$ cat src/rtl/stepper_arbiter_if.sv
// Bundle between the arbiter, its requesters and the shared stepper driver.
// The slave view belongs to the arbiter. The master view is the environment:
// the requesters that drive req/req_dir and the driver that returns motor_step.
interface stepper_arbiter_if #(
   parameter int NUM_REQ = 4
) ();
   logic [NUM_REQ-1:0] req;        // level request, held until ack
   logic [NUM_REQ-1:0] req_dir;    // direction, sampled at grant
   logic [NUM_REQ-1:0] grant;      // one-hot owner, 0 when idle
   logic [NUM_REQ-1:0] ack;        // one-cycle completion pulse
   logic               error;      // coincident with ack on a timed-out move
   logic               busy;       // arbiter not idle
   logic               stp_start;  // to driver start
   logic               stp_dir;    // to driver dir
   logic               stp_step;   // driver motor_step

   modport master (
      output req, req_dir, stp_step,
      input  grant, ack, error, busy, stp_start, stp_dir
   );

   modport slave (
      input  req, req_dir, stp_step,
      output grant, ack, error, busy, stp_start, stp_dir
   );
endinterface

$ cat src/rtl/stepper_arbiter.sv
// Round-robin sharing of one stepper driver between NUM_REQ requesters.
// A granted move raises stp_start, counts driver step edges until NUM_STEPS
// arrive (or a watchdog expires), holds start low for GAP_CYCLES so the driver
// returns to idle, then pulses ack (and error on a watchdog abort) to the owner.
module stepper_arbiter #(
   parameter int          NUM_REQ        = 4,
   parameter logic [11:0] NUM_STEPS      = 12'd400,
   parameter logic [19:0] TIMEOUT_CYCLES = 20'd1000000,
   parameter logic [7:0]  GAP_CYCLES     = 8'd4
) (
   input logic              clk,
   input logic              reset,
   stepper_arbiter_if.slave bus
);

   localparam int IDX_W = (NUM_REQ > 1) ? $clog2(NUM_REQ) : 1;

   typedef enum logic [1:0] {
      S_IDLE = 2'd0,
      S_RUN  = 2'd1,
      S_GAP  = 2'd2
   } state_e;

   state_e             state,      state_nxt;
   logic [NUM_REQ-1:0] grant_q,    grant_nxt;
   logic [NUM_REQ-1:0] ack_q,      ack_nxt;
   logic               error_q,    error_nxt;
   logic               start_q,    start_nxt;
   logic               dir_q,      dir_nxt;
   logic [11:0]        step_cnt,   step_cnt_nxt;
   logic [19:0]        timer,      timer_nxt;
   logic [7:0]         gap_cnt,    gap_cnt_nxt;
   logic               fail,       fail_nxt;
   logic [IDX_W-1:0]   last_grant, last_grant_nxt;
   logic [IDX_W-1:0]   owner,      owner_nxt;
   logic               step_d;

   logic               step_edge;
   logic               pick_valid;
   logic [IDX_W-1:0]   pick_idx;
   logic [IDX_W-1:0]   cand;

   // Rising edge of the driver's motor_step; only S_RUN pays attention to it.
   assign step_edge = bus.stp_step & ~step_d;

   // Round-robin search beginning just after the previous owner, with wrap.
   always_comb begin
      pick_valid = 1'b0;
      pick_idx   = '0;
      cand       = '0;
      for (int i = 1; i <= NUM_REQ; i++) begin
         cand = IDX_W'((int'(last_grant) + i) % NUM_REQ);
         if (!pick_valid && bus.req[cand]) begin
            pick_valid = 1'b1;
            pick_idx   = cand;
         end
      end
   end

   // Next-state and next-output logic for the move sequencer.
   // NOTE: every signal gets its hold/default value before the case, so no
   // path leaves a variable unassigned and no latch is inferred.
   always_comb begin
      state_nxt      = state;
      grant_nxt      = grant_q;
      ack_nxt        = '0;
      error_nxt      = 1'b0;
      start_nxt      = start_q;
      dir_nxt        = dir_q;
      step_cnt_nxt   = step_cnt;
      timer_nxt      = timer;
      gap_cnt_nxt    = gap_cnt;
      fail_nxt       = fail;
      last_grant_nxt = last_grant;
      owner_nxt      = owner;

      case (state)
         S_IDLE: begin
            if (pick_valid) begin
               grant_nxt    = {{(NUM_REQ-1){1'b0}}, 1'b1} << pick_idx;
               owner_nxt    = pick_idx;
               dir_nxt      = bus.req_dir[pick_idx];
               start_nxt    = 1'b1;
               step_cnt_nxt = '0;
               timer_nxt    = '0;
               state_nxt    = S_RUN;
            end
         end

         S_RUN: begin
            timer_nxt = timer + 20'd1;
            // The final step takes precedence over a simultaneous watchdog expiry.
            if (step_edge && (step_cnt == NUM_STEPS - 12'd1)) begin
               start_nxt   = 1'b0;
               gap_cnt_nxt = '0;
               state_nxt   = S_GAP;
            end else begin
               if (step_edge) begin
                  step_cnt_nxt = step_cnt + 12'd1;
               end
               if (timer == TIMEOUT_CYCLES - 20'd1) begin
                  start_nxt   = 1'b0;
                  fail_nxt    = 1'b1;
                  gap_cnt_nxt = '0;
                  state_nxt   = S_GAP;
               end
            end
         end

         S_GAP: begin
            // Start is already low; step edges seen here belong to the driver
            // winding down and are deliberately ignored.
            if (gap_cnt == GAP_CYCLES - 8'd1) begin
               ack_nxt        = grant_q;
               error_nxt      = fail;
               grant_nxt      = '0;
               last_grant_nxt = owner;
               fail_nxt       = 1'b0;
               state_nxt      = S_IDLE;
            end else begin
               gap_cnt_nxt = gap_cnt + 8'd1;
            end
         end

         default: begin
            state_nxt = S_IDLE;
         end
      endcase
   end

   // State and output registers, cleared by the synchronous reset.
   // NOTE: sequential state uses non-blocking assignments so every register
   // samples the pre-edge value of every other register.
   always_ff @(posedge clk) begin
      if (reset) begin
         state      <= S_IDLE;
         grant_q    <= '0;
         ack_q      <= '0;
         error_q    <= 1'b0;
         start_q    <= 1'b0;
         dir_q      <= 1'b0;
         step_cnt   <= '0;
         timer      <= '0;
         gap_cnt    <= '0;
         fail       <= 1'b0;
         last_grant <= IDX_W'(NUM_REQ - 1);
         owner      <= '0;
         step_d     <= 1'b0;
      end else begin
         state      <= state_nxt;
         grant_q    <= grant_nxt;
         ack_q      <= ack_nxt;
         error_q    <= error_nxt;
         start_q    <= start_nxt;
         dir_q      <= dir_nxt;
         step_cnt   <= step_cnt_nxt;
         timer      <= timer_nxt;
         gap_cnt    <= gap_cnt_nxt;
         fail       <= fail_nxt;
         last_grant <= last_grant_nxt;
         owner      <= owner_nxt;
         step_d     <= bus.stp_step;
      end
   end

   assign bus.grant     = grant_q;
   assign bus.ack       = ack_q;
   assign bus.error     = error_q;
   assign bus.busy      = (state != S_IDLE);
   assign bus.stp_start = start_q;
   assign bus.stp_dir   = dir_q;

endmodule

$ cat src/flat_wrapper.sv
// flat-port wrapper written by rule: the top's interface ports become plain ports
module stepper_arbiter_flat 
#(
   parameter int          NUM_REQ        = 4,
   parameter logic [11:0] NUM_STEPS      = 12'd400,
   parameter logic [19:0] TIMEOUT_CYCLES = 20'd1000000,
   parameter logic [7:0]  GAP_CYCLES     = 8'd4
)
  (clk, reset, bus_req, bus_req_dir, bus_stp_step, bus_grant, bus_ack, bus_error, bus_busy, bus_stp_start, bus_stp_dir);
  stepper_arbiter_if #(.NUM_REQ(NUM_REQ)) bus_i ();
  input logic clk;
  input logic reset;
  input wire logic [$bits(bus_i.req)-1:0] bus_req;
  input wire logic [$bits(bus_i.req_dir)-1:0] bus_req_dir;
  input wire logic [$bits(bus_i.stp_step)-1:0] bus_stp_step;
  output wire logic [$bits(bus_i.grant)-1:0] bus_grant;
  output wire logic [$bits(bus_i.ack)-1:0] bus_ack;
  output wire logic [$bits(bus_i.error)-1:0] bus_error;
  output wire logic [$bits(bus_i.busy)-1:0] bus_busy;
  output wire logic [$bits(bus_i.stp_start)-1:0] bus_stp_start;
  output wire logic [$bits(bus_i.stp_dir)-1:0] bus_stp_dir;
  assign bus_i.req = bus_req;
  assign bus_i.req_dir = bus_req_dir;
  assign bus_i.stp_step = bus_stp_step;
  assign bus_grant = bus_i.grant;
  assign bus_ack = bus_i.ack;
  assign bus_error = bus_i.error;
  assign bus_busy = bus_i.busy;
  assign bus_stp_start = bus_i.stp_start;
  assign bus_stp_dir = bus_i.stp_dir;
  stepper_arbiter #(.NUM_REQ(NUM_REQ), .NUM_STEPS(NUM_STEPS), .TIMEOUT_CYCLES(TIMEOUT_CYCLES), .GAP_CYCLES(GAP_CYCLES)) u_core (.clk(clk), .reset(reset), .bus(bus_i));
endmodule
$ cat config.mk
export PLATFORM = sky130hd
export DESIGN_NAME = stepper_arbiter_flat
export DESIGN_NICKNAME = d
export VERILOG_FILES = /design/src/rtl/stepper_arbiter_if.sv /design/src/rtl/stepper_arbiter.sv /design/src/flat_wrapper.sv
export SDC_FILE = /design/constraint.sdc
export NUM_CORES = 1
export LEC_CHECK = 0
export BUFFER_PORTS_ARGS = -buffer_cell sky130_fd_sc_hd__buf_2
export CAP_MARGIN = 20
export CORE_MARGIN = 4
export CORE_UTILIZATION = 64
export CTS_CLUSTER_DIAMETER = 100
export DETAILED_ROUTE_END_ITERATION = 6
export PLACE_DENSITY = 0.82
export SYNTH_ARGS = -nofsm -noshare
export SYNTH_HDL_FRONTEND = slang
export SYNTH_SLANG_ARGS = --single-unit
$ cat constraint.sdc
create_clock -name clk -period 5.6 [get_ports clk]
set_input_delay 0.28 -clock clk [delete_from_list [all_inputs] [get_ports clk]]
set_output_delay 0.28 -clock clk [all_outputs]
set_load 0.01 [all_outputs]
==> impl_summary.md, run 1 <==
Detailed routing
The first TritonRoute pass finished after 4 iterations. The average via count per standard cell is approximately 6.4. In the final routed layout, each cell accounts on average for roughly 15 um. The sum of routed wire length over all layers is just over 6 mm. Summing over every cut layer, the via total after detailed routing is between 2000 and 3000. In the routed design, unresolved DRC markers number 0. The count of nets left with antenna violations once routing finished came out at 0. The iteration-0 DRC count of the detailed router is between 100 and 150.

Global routing
The via count of the first global-routing pass is ~2400. Entering global routing, the biggest net connects between 40 and 50 pins. The initial antenna violation count was 0.

In the global route stage, overall resource usage came out at 24.5%. The global-route wire length before repair is between 10 and 15 mm. The overall overflow remaining after global route is 0.

Run status
The run finished with clean final reports.

Timing
The final count of hold timing violations is 0. Measured against its own limit, the worst slew margin works out to 31.6%. The maximum clock skew at final layout is between 0.009 and 0.01 ns. The post-layout minimum cycle time is 2.54 ns. Setup violations remaining at the end of the flow were counted as 0.

The total negative slack is 0 ns. At the pin with the least slew margin, the transition time is 1.03 ns. Final hold analysis gives a worst-case slack of 0.199 ns. The ratio of final minimum period to clock period is 45.4%. Setup repair after global routing left no endpoint under its margin. Static timing analysis puts the maximum clock frequency at a little under 400 MHz. The count of final max-slew check failures is 0.

CTS
The setup fix buffers added after clock tree synthesis is 0. The number of clock buffers inserted by TritonCTS is 9. The post-cts hold buffer count is 0. The total number of clock tree sinks is 59. The root buffer cell is sky130_fd_sc_hd__clkbuf_8. The CTS clock-pin slew for the worst setup and hold paths is 0.07 ns. The clock passes through at most 2 buffers. The number of gates resized after cts is 0. The clock latency of the later-clocked register in the worst-skew pair is approximately 0.33 ns. TritonCTS built the clock tree. The total number of H-tree levels is 3.

Worst setup path
The beginning of the critical path is u_core.state[1]$_SDFFE_PP0P_. The peak fanout along the critical path is 14. For the worst setup path, the data required time is around 5.9 ns. For the worst setup path, the data arrival time is approximately 2.8 ns. The type of the worst setup path is reg2reg. The element type at the critical path start is a register.

The worst register-to-register path begins at u_core.state[1]$_SDFFE_PP0P_. STA classifies the critical path endpoint as a register.

Min path
The launch instance of the worst min-delay path is bus_stp_step. The class of the worst hold path is in2reg.

Floorplan
The overall die width is between 70 and 80 um. The die covers ~5600 um2. The effective utilization at floorplan is about two thirds. The die is 74.5 um tall. The area of the core region is 4140 um2.

The number of I/O pins is 23. The count of standard-cell rows is 23.

Layout
The total inserted antenna cells is 0. The most frequent standard cell in the layout excluding fill and tap cells is sky130_fd_sc_hd__dfxtp_1. The post-layout net count is 370. Leaving out fill and tap cells, the most frequent cells in the layout are 59 x sky130_fd_sc_hd__dfxtp_1, 38 x sky130_fd_sc_hd__nor2_1, 34 x sky130_fd_sc_hd__a21oi_1.

Once layout is complete, the utilization of the core stands at 76.6%. The post-route netlist has between 10% and 20% of its cells at a drive strength greater than 1. The layout overhead on the synthesized area is 12.0%. The finished layout holds 411 standard cells, fillers aside.

Placement
The number of port buffers is 22. Routability-driven placement finished with a final weighted congestion of about 0.85. The wire-length estimate of the detail-placed layout is just over 4 mm. Counting tap cells, the placed design contains a total of 395 instances.

Power
In this run the static leakage power is about 0.0011 uW. The maximum vdd drop is around 0.21 mV. Total power for the finished layout comes to 999 uW. The power density relative to cell area is approximately 310 nW/um2.

Synth
The leading area contributor after synthesis is sky130_fd_sc_hd__dfxtp_1. The mapped cell area is between 2000 and 3000 um2. For this run, the register share of the synthesized area comes to 41.7%. The mean post-synth cell area is about 8.4 um2. The count of flip-flops with a built-in enable after synthesis is 0. For this run, the leading register cell type out of synthesis is sky130_fd_sc_hd__dfxtp_1. Counting every net in the synthesized netlist gives approximately 350. The number of distinct standard cells referenced by the synthesized netlist is 47. The share of synthesized area in the top cell type comes to 41.7%. The fraction of registers with async set or reset after synthesis is 0%. After synthesis, the cell types taking the most area are sky130_fd_sc_hd__dfxtp_1 42%, sky130_fd_sc_hd__a21oi_1 6.0%, sky130_fd_sc_hd__nor2_1 5.0%. Counting flops and latches in the post-synthesis netlist gives between 50 and 60.

The Yosys step of the flow raised 0 warnings. The number of instances in the synthesized netlist is about 340.

Run
The tool flagged a number of max-cap violations equal to 0.
synth_stat cells (2+ instances only):
| cell | count |
|---|---|
| sky130_fd_sc_hd__a211o_1 | 2 |
| sky130_fd_sc_hd__a211oi_1 | 4 |
| sky130_fd_sc_hd__a21oi_1 | 34 |
| sky130_fd_sc_hd__a311oi_1 | 5 |
| sky130_fd_sc_hd__a31oi_1 | 3 |
| sky130_fd_sc_hd__a32oi_1 | 2 |
| sky130_fd_sc_hd__and2_1 | 7 |
| sky130_fd_sc_hd__and3_1 | 5 |
| sky130_fd_sc_hd__and4_1 | 5 |
| sky130_fd_sc_hd__clkbuf_1 | 13 |
| sky130_fd_sc_hd__dfxtp_1 | 59 |
| sky130_fd_sc_hd__ha_1 | 3 |
| sky130_fd_sc_hd__inv_1 | 4 |
| sky130_fd_sc_hd__mux2_2 | 2 |
| sky130_fd_sc_hd__mux2i_1 | 3 |
| sky130_fd_sc_hd__nand2_1 | 20 |
| sky130_fd_sc_hd__nand2b_1 | 7 |
| sky130_fd_sc_hd__nand3_1 | 21 |
| sky130_fd_sc_hd__nand3b_1 | 2 |
| sky130_fd_sc_hd__nand4_1 | 9 |
| sky130_fd_sc_hd__nor2_1 | 38 |
| sky130_fd_sc_hd__nor2b_1 | 7 |
| sky130_fd_sc_hd__nor3_1 | 5 |
| sky130_fd_sc_hd__nor3b_1 | 2 |
| sky130_fd_sc_hd__nor4_1 | 4 |
| sky130_fd_sc_hd__o2111ai_1 | 2 |
| sky130_fd_sc_hd__o211ai_1 | 4 |
| sky130_fd_sc_hd__o21ai_0 | 14 |
| sky130_fd_sc_hd__o311ai_0 | 2 |
| sky130_fd_sc_hd__o31ai_1 | 12 |
| sky130_fd_sc_hd__or2_2 | 3 |
| sky130_fd_sc_hd__or3_1 | 5 |
| sky130_fd_sc_hd__or4_1 | 10 |
| sky130_fd_sc_hd__or4b_1 | 2 |
| sky130_fd_sc_hd__xor2_1 | 5 |
cell families after synthesis:
kind of cell | count (synthesis) | synth area share (%)
AND/OR/NAND/NOR | 156 | 30.1
AO/OA/AOI/OAI | 89 | 20.2
flip-flops | 59 | 41.7
buffers and inverters | 19 | 2.92
XOR/XNOR | 6 | 1.86
multiplexers | 5 | 1.86
adder cells (fa/ha/maj) | 3 | 1.33
power by group:
group	switching (uW)	total, uW	internal (uW)
sequential	9.68	441	431
combinational	84.9	121	36.0
clock	162	437	274
worst max-delay path, stage by stage (launching register included):
cell                       delay (ns)
sky130_fd_sc_hd__dfxtp_1         0.34
sky130_fd_sc_hd__or2_2           0.33
sky130_fd_sc_hd__nor2_1          0.66
sky130_fd_sc_hd__o211ai_1        0.42
sky130_fd_sc_hd__or4_1           0.59
sky130_fd_sc_hd__a21oi_1         0.14
sequential cells by signal, indices dropped and copies added (netlist names):
name and count:
u_core.owner 2, u_core.bus.stp_dir 1, u_core.bus.ack 4, u_core.state 2
u_core.fail 1, u_core.step_cnt 12, u_core.step_d 1, u_core.gap_cnt 8
u_core.last_grant 2, u_core.bus.error 1, u_core.timer 20, u_core.bus.stp_start 1
u_core.bus.grant 4
final timing paths:
check,endpoint,slack (ns),cells after the start
worst min-delay path,u_core.step_d$_SDFF_PP0_,0.20,2
worst max-delay path,u_core.step_cnt[11]$_SDFFE_PP0P_,3.06,5
worst min register to register,u_core.fail$_SDFFE_PP0P_,0.46,2
worst max register to register,u_core.step_cnt[11]$_SDFFE_PP0P_,3.06,5
metal layers:
| metal | share of wire [%] | GRT usage (%) |
|---|---|---|
| met5 | 0 | 0 |
| met1 | 46 | 29.4 |
| met3 | 4.6 | 6.89 |
| met4 | 1.5 | 11.3 |
| met2 | 48 | 40.5 |
final cells by class:
cell class                      instances  area [um2]
Multi-Input combinational cell        259        1570
Sequential cell                        59        1180
Fill cell                             311         971
Clock buffer                           12         155
Timing Repair Buffer                   23         118
Clock inverter                          4        72.6
Tap cell                               50        62.6
Inverter                                4        15.0
through the flow:
stage                     worst slack [ns]  area, um2
after floorplan                       3.25       2830
after detailed placement              3.05       2950
after global placement                3.16       2950
final                                 3.06       3170
after CTS                             3.07       3170
after global routing                  2.88       3170
No activity file was read; power rests on OpenSTA's default activity.
==> inputs of run 2 (changes only) <==
--- a/config.mk
+++ b/config.mk
@@ -8,10 +8,10 @@
 export BUFFER_PORTS_ARGS = -buffer_cell sky130_fd_sc_hd__buf_2
 export CAP_MARGIN = 20
 export CORE_MARGIN = 4
-export CORE_UTILIZATION = 64
+export CORE_UTILIZATION = 53
 export CTS_CLUSTER_DIAMETER = 100
 export DETAILED_ROUTE_END_ITERATION = 6
-export PLACE_DENSITY = 0.82
+export PLACE_DENSITY = 0.73
 export SYNTH_ARGS = -nofsm -noshare
 export SYNTH_HDL_FRONTEND = slang
 export SYNTH_SLANG_ARGS = --single-unit
==> constraint.sdc (replaced) <==
create_clock -name clk -period 2.2 [get_ports clk]
set_input_delay 0.11 -clock clk [delete_from_list [all_inputs] [get_ports clk]]
set_output_delay 0.11 -clock clk [all_outputs]
set_load 0.01 [all_outputs]
==> impl_summary.md, run 2 (synthesis results as in run 1) <==
Run
The count of maximum capacitance violations is 0.

Detailed routing
The average via count per standard cell is slightly below 6. The sum of routed wire length over all layers is roughly 6.6 mm. The first detailed-routing pass took 4 iterations. The routed layout has 2719 vias. For this run, design rule violations remaining after detail routing come to 0. The average detailed-routed wire length per instance is between 10 and 15 um.

The count of nets left with antenna violations once routing finished came out at 0. The first routing iteration left 94 violations.

Worst setup path
The worst setup path is captured at a register. Measured in cells, the most critical reg-to-reg path has a length of 5. The category of cells accounting for the largest share of critical-path delay is simple AND/OR/NAND/NOR gates. The peak fanout along the critical path is 8.

The cell that appears most often on the critical path is sky130_fd_sc_hd__or4_4. Data on the critical path arrives at its endpoint at 2.60 ns. The setup check on the worst reg-to-reg path leaves a slack of -0.13 ns. The slowest stage cell on the critical path is sky130_fd_sc_hd__or4_4. The critical path buffer and inverter count is 0. The element type at the critical path start is a register. The destination of the worst register-to-register timing path is u_core.gap_cnt[2]$_SDFFE_PP0P_.

The type of the worst setup path is reg2reg. For this run, the slowest stage of the critical path takes 0.57 ns. At the worst endpoint, the required time is 2.47 ns.

The launching point of the worst reg2reg path is u_core.timer[10]$_SDFFE_PP0P_. The signal on the critical path passes through or4b_1, or4_4, o211a_4, or4_4, a21oi_2.

Global routing
The first global-routing pass estimated 11.1 mm of wire. The overall overflow remaining after global route is 0. The via count of the first global-routing pass is ~2500.

The initial antenna violation count was 0. The total global routing track utilization is 22.1%. The met3 demand-to-capacity share in global routing is under 10%. In the global route stage, met1 resource usage came out at between 20% and 30%.

The met2 usage in global routing is 36.9%. Entering global routing, the biggest net connects 22 pins. The most crowded layer after global routing is met2.

Layout
The register with the most flip-flops in the layout has 20 of them. The most frequent standard cell in the layout excluding fill and tap cells is sky130_fd_sc_hd__dfxtp_1. In the layout the commonest cells are 57 x sky130_fd_sc_hd__dfxtp_1, 38 x sky130_fd_sc_hd__nor2_1, 32 x sky130_fd_sc_hd__a21oi_1, 32 x sky130_fd_sc_hd__buf_4, 22 x sky130_fd_sc_hd__buf_2. In the final layout, the registers with the most flip-flops are u_core.timer x20, u_core.step_cnt x12, u_core.gap_cnt x8. The layout overhead on the synthesized area is 20.5%. The number of antenna diodes in the final layout is 0. Cells fill around two thirds of the core in the end. The share of cells above drive strength 1 is approximately a fifth. In the final design database the tool counted around 400 nets. u_core.timer holds more flip-flops than any other register.

The count of filler cells inserted in the layout is ~470.

Floorplan
The area of the core region is between 5000 and 6000 um2. The die is slightly above 80 um tall. The area enclosed by the die boundary is 6580 um2.

The floorplan has 26 rows. The effective utilization at floorplan is between 50% and 60%. From left edge to right edge, the die measures 81.1 um.

23 I/O pins were placed.

CTS
Counting along the longest clock path gives a buffer depth of 2. CTS placed an instance of sky130_fd_sc_hd__clkbuf_8 at the clock tree root. The clock tree from TritonCTS is done. Clock tree synthesis inserted a total of 9 buffers. The clock drives 59 sinks. The clock latency of the later-clocked register in the worst-skew pair is between 0.3 and 0.4 ns. The CTS clock-pin slew for the worst setup and hold paths is approximately 0.06 ns.

Hold repair after CTS inserted 0 buffers. The clock tree synthesis step divided the H-tree into 3 levels.

Timing
The final number of setup-violating endpoints is 6. Across all setup checks in the final design, the least slack found is -0.130 ns. The final critical path takes up 106% of the cycle. On the final layout, the worst hold slack is around 0.036 ns. The maximum clock skew at final layout is ~0.0069 ns. Headroom to the max-slew limit came out at about 72%.

The count of final max-slew check failures is 0. Counting I/O delays and the setup requirement, the final critical path takes 2.33 ns. Setup repair after global routing could not meet its margin everywhere. For this run, the top clock speed supported by timing is about 430 MHz.

The measured slew at the worst slew-check pin is around 0.43 ns. The final count of hold timing violations is 0.

Power
The power density relative to cell area is around 690 nW/um2. The analysis attributes to cell leakage a power of between 0.001 and 0.0015 uW. The total power is approximately 2300 uW. IR analysis of the VDD net gives a maximum drop of approximately 0.56 mV.

Min path
The class of the worst hold path is in2reg. Counting instances, the worst hold path has a depth of 2. The path with the worst hold slack has its endpoint at u_core.step_d$_SDFF_PP0_. In this run the most critical hold path is launched from bus_stp_step.

Placement
The detailed placement HPWL is between 4 and 5 mm. Buffers placed on the I/O ports in this run total 22. The global placement routability congestion is between 0.7 and 0.8.

Run status
The final reports fail on setup timing. The flow ran to the end, but the final reports show violations.
==> run 2: timing repair <==
action,in CTS,in global routing
resized for setup,5,4
gates cloned,1,0
pin swaps,6,5
setup endpoints to repair,8,10
setup buffers,2,1
==> run 2: worst max-delay path by stage <==
stage | cells past startpoint | startpoint | endpoint
2_1_floorplan | 5 | u_core.timer[10]$_SDFFE_PP0P_ | u_core.gap_cnt[2]$_SDFFE_PP0P_
3_3_place_gp | 5 | u_core.timer[10]$_SDFFE_PP0P_ | u_core.gap_cnt[2]$_SDFFE_PP0P_
3_5_place_dp | 5 | u_core.timer[10]$_SDFFE_PP0P_ | u_core.gap_cnt[2]$_SDFFE_PP0P_
4_1_cts | 5 | u_core.timer[10]$_SDFFE_PP0P_ | u_core.gap_cnt[2]$_SDFFE_PP0P_
5_1_grt | 5 | u_core.timer[10]$_SDFFE_PP0P_ | u_core.gap_cnt[2]$_SDFFE_PP0P_
6_report | 5 | u_core.timer[10]$_SDFFE_PP0P_ | u_core.gap_cnt[2]$_SDFFE_PP0P_
==> run 2: worst register-to-register path, cell delays in order, from the launching register on <==
cell	delay, ns
sky130_fd_sc_hd__dfxtp_2	0.31
sky130_fd_sc_hd__or4b_1	0.51
sky130_fd_sc_hd__or4_4	0.57
sky130_fd_sc_hd__o211a_4	0.27
sky130_fd_sc_hd__or4_4	0.48
sky130_fd_sc_hd__a21oi_2	0.13
==> run 2: layout make-up <==
class	instances	area [um2]	share of cell area (%)
inverters	4	15.0	0.440
flip-flops and latches	59	1180	34.7
well taps	70	87.6	2.57
clock buffers	12	145	4.25
multi-input cells	260	1620	47.3
repair buffers	54	350	10.3
clock inverters	3	15.0	0.440
==> run 2: per-layer routing <==
layer	part of all wire (%)	up-vias
li1	-	1378
met1	45	1283
met2	49	48
met3	5.0	10
met4	1.5	0
met5	0	-
==> run 2: through the flow <==
stage / setup TNS [ns] / cells / instance area, um2 / worst slack, ns
global route: -1.11 / 462 / 3410 / -0.191
global placement: -0.478 / 443 / 3180 / -0.130
floorplan: -0.281 / 337 / 2840 / -0.0798
finish: -0.448 / 462 / 3410 / -0.130
CTS: -0.470 / 461 / 3390 / -0.144
detailed placement: -0.725 / 443 / 3180 / -0.159
==> run 2: power by group <==
group	switching (uW)	total (uW)	internal [uW]
combinational	240	384	144
clock	404	832	427
sequential	24.9	1120	1100
